<file path="src/rtl/fila_pkg.sv">
// Shared types and sizes for the serial-to-parallel front end of the 8x8-bit FIFO.
package fila_pkg;

    localparam int WORD_W      = 8;
    localparam int QUEUE_DEPTH = 8;

    typedef enum logic [1:0] {
        COLLECT,
        PARITY,
        READY
    } deser_state_t;

endpackage

</file>
<file path="src/rtl/deserializador_if.sv">
// Serial-in / word-out bundle between a bit source, deserializador and its consumer (FIFO enqueue side).
interface deserializador_if #(
    parameter int WIDTH  = fila_pkg::WORD_W,
    parameter int DROP_W = 4
);

    logic              data_in;
    logic              write_in;
    logic              ack_in;
    logic [WIDTH-1:0]  data_out;
    logic              data_ready;
    logic              status_out;
    logic [DROP_W-1:0] drop_cnt_out;
    logic              parity_err_out;

    modport master (
        output data_in, write_in, ack_in,
        input  data_out, data_ready, status_out, drop_cnt_out, parity_err_out
    );

    modport slave (
        input  data_in, write_in, ack_in,
        output data_out, data_ready, status_out, drop_cnt_out, parity_err_out
    );

endinterface

</file>
<file path="src/rtl/deserializador_sat_counter.sv">
// Saturating up-counter: increments on inc, sticks at all-ones, cleared only by async reset.
module sat_counter #(
    parameter int W = 4
) (
    input  logic         clock_10KHz,
    input  logic         reset,
    input  logic         inc,
    output logic [W-1:0] count
);

    always_ff @(posedge clock_10KHz or posedge reset) begin
        if (reset) begin
            count <= '0;
        end else if (inc && (count != '1)) begin
            count <= count + 1'b1;
        end
    end

endmodule

</file>
<file path="src/rtl/deserializador.sv">
// Collects WIDTH serial bits (MSB first) into a word and holds it until acknowledged.
// Optional even-parity check after the data bits when DESER_PARITY_EN is defined.
module deserializador
    import fila_pkg::*;
#(
    parameter int WIDTH  = WORD_W,
    parameter int DROP_W = 4
) (
    input  logic            clock_10KHz,
    input  logic            reset,
    deserializador_if.slave bus
);

    localparam int CNT_W = $clog2(WIDTH) + 1;

    deser_state_t     state, next_state;
    logic [CNT_W-1:0] bit_cnt;
    // The top bit of the shift register is never read: it falls straight into data_out.
    logic [WIDTH-2:0] shreg;
    logic [WIDTH-1:0] word;
    logic             accept;
    logic             last_bit;
    logic             drop;
    logic             parity_bad;

    assign accept   = (state == COLLECT) && bus.write_in;
    assign last_bit = accept && (bit_cnt == CNT_W'(WIDTH - 1));
    assign drop     = (state == READY) && bus.write_in;

    always_comb begin
        next_state = state;
        parity_bad = 1'b0;
        case (state)
            COLLECT: begin
                if (last_bit) begin
`ifdef DESER_PARITY_EN
                    next_state = PARITY;
`else
                    next_state = READY;
`endif
                end
            end
`ifdef DESER_PARITY_EN
            PARITY: begin
                if (bus.write_in) begin
                    parity_bad = (bus.data_in != ^word);
                    next_state = parity_bad ? COLLECT : READY;
                end
            end
`endif
            READY: begin
                if (bus.ack_in) begin
                    next_state = COLLECT;
                end
            end
            default: next_state = COLLECT;
        endcase
    end

    always_ff @(posedge clock_10KHz or posedge reset) begin
        if (reset) begin
            state <= COLLECT;
        end else begin
            state <= next_state;
        end
    end

    always_ff @(posedge clock_10KHz or posedge reset) begin
        if (reset) begin
            bit_cnt <= '0;
            shreg   <= '0;
            word    <= '0;
        end else if (accept) begin
            shreg <= {shreg[WIDTH-3:0], bus.data_in};
            if (last_bit) begin
                word    <= {shreg, bus.data_in};
                bit_cnt <= '0;
            end else begin
                bit_cnt <= bit_cnt + 1'b1;
            end
        end
    end

`ifdef DESER_PARITY_EN
    logic parity_err;

    always_ff @(posedge clock_10KHz or posedge reset) begin
        if (reset) begin
            parity_err <= 1'b0;
        end else begin
            parity_err <= parity_bad;
        end
    end

    assign bus.parity_err_out = parity_err;
`else
    assign bus.parity_err_out = parity_bad;
`endif

    sat_counter #(.W(DROP_W)) u_drop_cnt (
        .clock_10KHz (clock_10KHz),
        .reset       (reset),
        .inc         (drop),
        .count       (bus.drop_cnt_out)
    );

    assign bus.data_out   = word;
    assign bus.data_ready = (state == READY);
    assign bus.status_out = (state == READY);

endmodule

</file>
<file path="src/flat_wrapper.sv">
// flat-port wrapper written by rule: the top's interface ports become plain ports
module deserializador_flat import fila_pkg::*;
#(
    parameter int WIDTH  = WORD_W,
    parameter int DROP_W = 4
)
  (clock_10KHz, reset, bus_data_in, bus_write_in, bus_ack_in, bus_data_out, bus_data_ready, bus_status_out, bus_drop_cnt_out, bus_parity_err_out);
  deserializador_if #(.WIDTH(WIDTH), .DROP_W(DROP_W)) bus_i ();
  input  logic clock_10KHz;
  input  logic reset;
  input wire logic [$bits(bus_i.data_in)-1:0] bus_data_in;
  input wire logic [$bits(bus_i.write_in)-1:0] bus_write_in;
  input wire logic [$bits(bus_i.ack_in)-1:0] bus_ack_in;
  output wire logic [$bits(bus_i.data_out)-1:0] bus_data_out;
  output wire logic [$bits(bus_i.data_ready)-1:0] bus_data_ready;
  output wire logic [$bits(bus_i.status_out)-1:0] bus_status_out;
  output wire logic [$bits(bus_i.drop_cnt_out)-1:0] bus_drop_cnt_out;
  output wire logic [$bits(bus_i.parity_err_out)-1:0] bus_parity_err_out;
  assign bus_i.data_in = bus_data_in;
  assign bus_i.write_in = bus_write_in;
  assign bus_i.ack_in = bus_ack_in;
  assign bus_data_out = bus_i.data_out;
  assign bus_data_ready = bus_i.data_ready;
  assign bus_status_out = bus_i.status_out;
  assign bus_drop_cnt_out = bus_i.drop_cnt_out;
  assign bus_parity_err_out = bus_i.parity_err_out;
  deserializador #(.WIDTH(WIDTH), .DROP_W(DROP_W)) u_core (.clock_10KHz(clock_10KHz), .reset(reset), .bus(bus_i));
endmodule
</file>
<file path="config.mk">
export PLATFORM = sky130hd
export DESIGN_NAME = deserializador_flat
export DESIGN_NICKNAME = d
export VERILOG_FILES = /design/src/rtl/fila_pkg.sv /design/src/rtl/deserializador_if.sv /design/src/rtl/deserializador_sat_counter.sv /design/src/rtl/deserializador.sv /design/src/flat_wrapper.sv
export SDC_FILE = /design/constraint.sdc
export NUM_CORES = 1
export LEC_CHECK = 0
export CORE_MARGIN = 8
export CORE_UTILIZATION = 35
export DETAILED_ROUTE_END_ITERATION = 12
export DONT_BUFFER_PORTS = 1
export GPL_ROUTABILITY_DRIVEN = 0
export PLACE_DENSITY_LB_ADDON = 0.12
export SETUP_SLACK_MARGIN = 0.02
export SLEW_MARGIN = 20
export SYNTH_ARGS = -nofsm -noshare
export SYNTH_HDL_FRONTEND = slang
export SYNTH_SLANG_ARGS = --single-unit
</file>
<file path="constraint.sdc">
create_clock -name clock_10KHz -period 1.9 [get_ports clock_10KHz]
set_clock_uncertainty 0.2 [all_clocks]
set_input_delay 0.19 -clock clock_10KHz [delete_from_list [all_inputs] [get_ports clock_10KHz]]
set_output_delay 0.19 -clock clock_10KHz [all_outputs]
set_load 0.05 [all_outputs]
</file>
==> flow_metrics.tcl <==
set metrics [dict create \
    cts_resized 0 \
    io_buffers 0 \
    initial_core_util 0.367 \
    dp.cells 125 \
    synth_simple_gate_area_share 0.183 \
    antenna_found_initial 0 \
    cpPeakStageDelay_ns 0.41 \
    dieWidth_um 69.7 \
    ys_types 20 \
    grt_pass1_vias 650 \
    hold_ws_ns 0.121 \
    final_hold_viol_count 0 \
    syn_inst 90 \
    core_area_mm2 0.00276 \
    clock-root-buffer "clkbuf_4" \
    clock_sinks 24 \
    cts_tree "yes" \
    syn_area_per_cell_um2 11.2 \
    setup_viol 0 \
    cts_buffers 3 \
    rr_endpoint "u_core.u_drop_cnt.count[1]$_DFFE_PP0P_" \
    dr.pass1.iters 2 \
    crit_type "reg -> reg" \
    area_delta_synth_final_pct 16.3 \
    synthMuxAreaShare 0.111 \
    rr_startpoint "u_core.u_drop_cnt.count[0]$_DFFE_PP0P_" \
    holdCritPathClass "in -> reg" \
    drv_slew 0 \
    dp_hpwl_mm 1.34 \
    synth_top_cell_by_area "dfrtp_1" \
    status "complete, no violations" \
    setup_tns_ns 0 \
    synthXorXnorAreaFrac 0.0173 \
    grt_start_max_net_pins 25 \
    worstRegToRegCells 3 \
    synth_top_family_by_area "simple AND/OR/NAND/NOR gates" \
    pre_cts_slack_ns 0.314 \
    ys_warn_count 0 \
    postRouteWirelength_mm 1.87 \
    htreeDepth 1 \
    layout_common_cells "nand2_1, dfrtp_1, mux2_2, buf_4, dlygate4sd3_1" \
    viasPerCell 4.86 \
    finalCritPeriodShare 0.846 \
    irDropWorstVdd_mv 1.31 \
    crit_arrival_ns 1.63 \
    cts.clk_slew.worst_paths_ns 0.14 \
    die_h_um 69.7 \
    synth_top_area_share 0.594 \
    powerDensity_mw_per_mm2 1690 \
    drc 0 \
    track_usage 0.0798 \
    start_kind "flop" \
    clockBufferDepth 2 \
    drt-initial-drc-count 30 \
    required_ns 1.92 \
    yosysSeqAreaShare 0.594 \
    netlist_area_mm2 0.00101 \
    num_rows 19 \
    layout_setup_ws_ns 0.293 \
    worstHoldPathCells 4 \
    fmax_mhz 622 \
    whs_endpoint "u_core.shreg[0]$_DFFE_PP0P_" \
    ys_ff_latch 24 \
    grt_pass1_wl_mm 3.20 \
    drv_cap 0 \
    synth_nets 97 \
    post-route-min-period_ns 1.61 \
    final_cells 133 \
    postRouteAntennaNets 0 \
    yosys-top-cells-area "dfrtp_1, mux2_2, nand2_1, ha_1, nand4b_4" \
    die_area_mm2 0.00486 \
    clk_latency_ns 0.32 \
    layout_commonest_cell "nand2_1" \
    ios 20 \
    drt-wirelength-per-cell_um 14.1 \
    diodes 0 \
    nNetsFinal 110 \
    rsz0062_at_grt "no" \
    synthAdderAreaFrac 0.0248 \
    path_cells "ha_1 > a31oi_1 > mux2_2" \
    synth_compound_gate_area_share 0.0322 \
    crit_slowest_cell "dfrtp_1" \
    p_leak_nw 0.600 \
    path_max_fanout 4 \
    hold_path.startpoint "bus_write_in" \
    drive_gt1_frac 0.235 \
    cp-end-kind "flop" \
    num_vias 646 \
    regToRegSetupSlack_ns 0.29 \
    grt_overflow 0 \
]
[sequential cells by signal (all words and copies together), names as in the netlist]
register and count:
u_core.bus.data_out 8, u_core.shreg 7, u_core.bit_cnt 4, u_core.u_drop_cnt.count 4, u_core.state 1
[how the worst max path moves through the flow]
| stage | start | end | slack (ns) | cells past startpoint |
|---|---|---|---|---|
| floorplan | u_core.u_drop_cnt.count[0]$_DFFE_PP0P_ | u_core.u_drop_cnt.count[1]$_DFFE_PP0P_ | 0.09 | 3 |
| global placement | u_core.u_drop_cnt.count[0]$_DFFE_PP0P_ | u_core.u_drop_cnt.count[1]$_DFFE_PP0P_ | 0.32 | 3 |
| detailed placement | u_core.u_drop_cnt.count[0]$_DFFE_PP0P_ | u_core.u_drop_cnt.count[1]$_DFFE_PP0P_ | 0.31 | 3 |
| CTS | u_core.u_drop_cnt.count[0]$_DFFE_PP0P_ | u_core.u_drop_cnt.count[1]$_DFFE_PP0P_ | 0.29 | 3 |
| global route | u_core.u_drop_cnt.count[0]$_DFFE_PP0P_ | u_core.u_drop_cnt.count[1]$_DFFE_PP0P_ | 0.22 | 3 |
| finish | u_core.u_drop_cnt.count[0]$_DFFE_PP0P_ | u_core.u_drop_cnt.count[1]$_DFFE_PP0P_ | 0.29 | 3 |
[through the flow]
| step | cell area [um^2] | power [mW] | util |
|---|---|---|---|
| 2_1_floorplan | 1010 | 1.49 | - |
| 3_3_place_gp | 1080 | 1.63 | 0.393 |
| 3_5_place_dp | 1080 | 1.65 | 0.393 |
| 4_1_cts | 1180 | 2.03 | 0.426 |
| 5_1_grt | 1180 | 2.13 | 0.426 |
| 6_report | 1180 | 1.99 | 0.426 |
[cell families (layout without fill, tap and decap cells)]
group	after synthesis	after routing
flops	24	24
mux	10	10
other cells	1	1
compound gates	5	5
fa+ha+maj	2	2
simple gates	40	40
buf+inv	6	18
xor+xnor	2	2
[final cells by class]
| type | instances | area [um^2] |
|---|---|---|
| Clock buffer | 3 | 22.5 |
| Clock inverter | 1 | 30.0 |
| Fill cell | 261 | 1580 |
| Inverter | 2 | 7.51 |
| Multi-Input combinational cell | 60 | 377 |
| Sequential cell | 24 | 601 |
| Tap cell | 31 | 38.8 |
| Timing Repair Buffer | 12 | 100 |
[Yosys cell counts, drive strengths merged]
cell type	number
nand2	29
buf	3
nor2b	1
a21bo	1
dfrtp	24
xor2	1
nor3	1
inv	2
nand4b	1
nand3	2
ha	2
conb	1
or4	1
nor2	3
xnor2	1
clkbuf	1
a31oi	2
nand2b	2
o21ai	2
mux2	10
[worst max-delay path, delay by kind of cell, from the launching register on]
| kind | cells | cell delay [ns] |
|---|---|---|
| AO/OA/AOI/OAI | 1 | 0.29 |
| multiplexers | 1 | 0.37 |
| adder cells (fa/ha/maj) | 1 | 0.24 |
| flip-flops | 1 | 0.41 |
[report_power, final]
| group | total [mW] | internal (mW) | leakage (nW) | switching, mW |
|---|---|---|---|---|
| Clock | 0.367 | 0.213 | 0.0279 | 0.154 |
| Sequential | 1.08 | 0.698 | 0.310 | 0.383 |
| Combinational | 0.544 | 0.224 | 0.262 | 0.320 |
[metal layers]
layer  routed length [um]  up-vias  share of wire  track usage
met5                    0        -              0            0
met4                   16        0         0.0086       0.0134
met3                  132        2          0.071       0.0458
met2                  845       16           0.45        0.118
met1                  875      314           0.47       0.0997
li1                     -      314              -            -
[what timing repair did]
action | 4_1_cts | 5_1_grt
buffers inserted | 0 | 0
hold endpoints to repair | 30 | 0
setup endpoints to repair | 0 | 0
hold buffers | 4 | 0
Power figures use the tool's default switching activity.
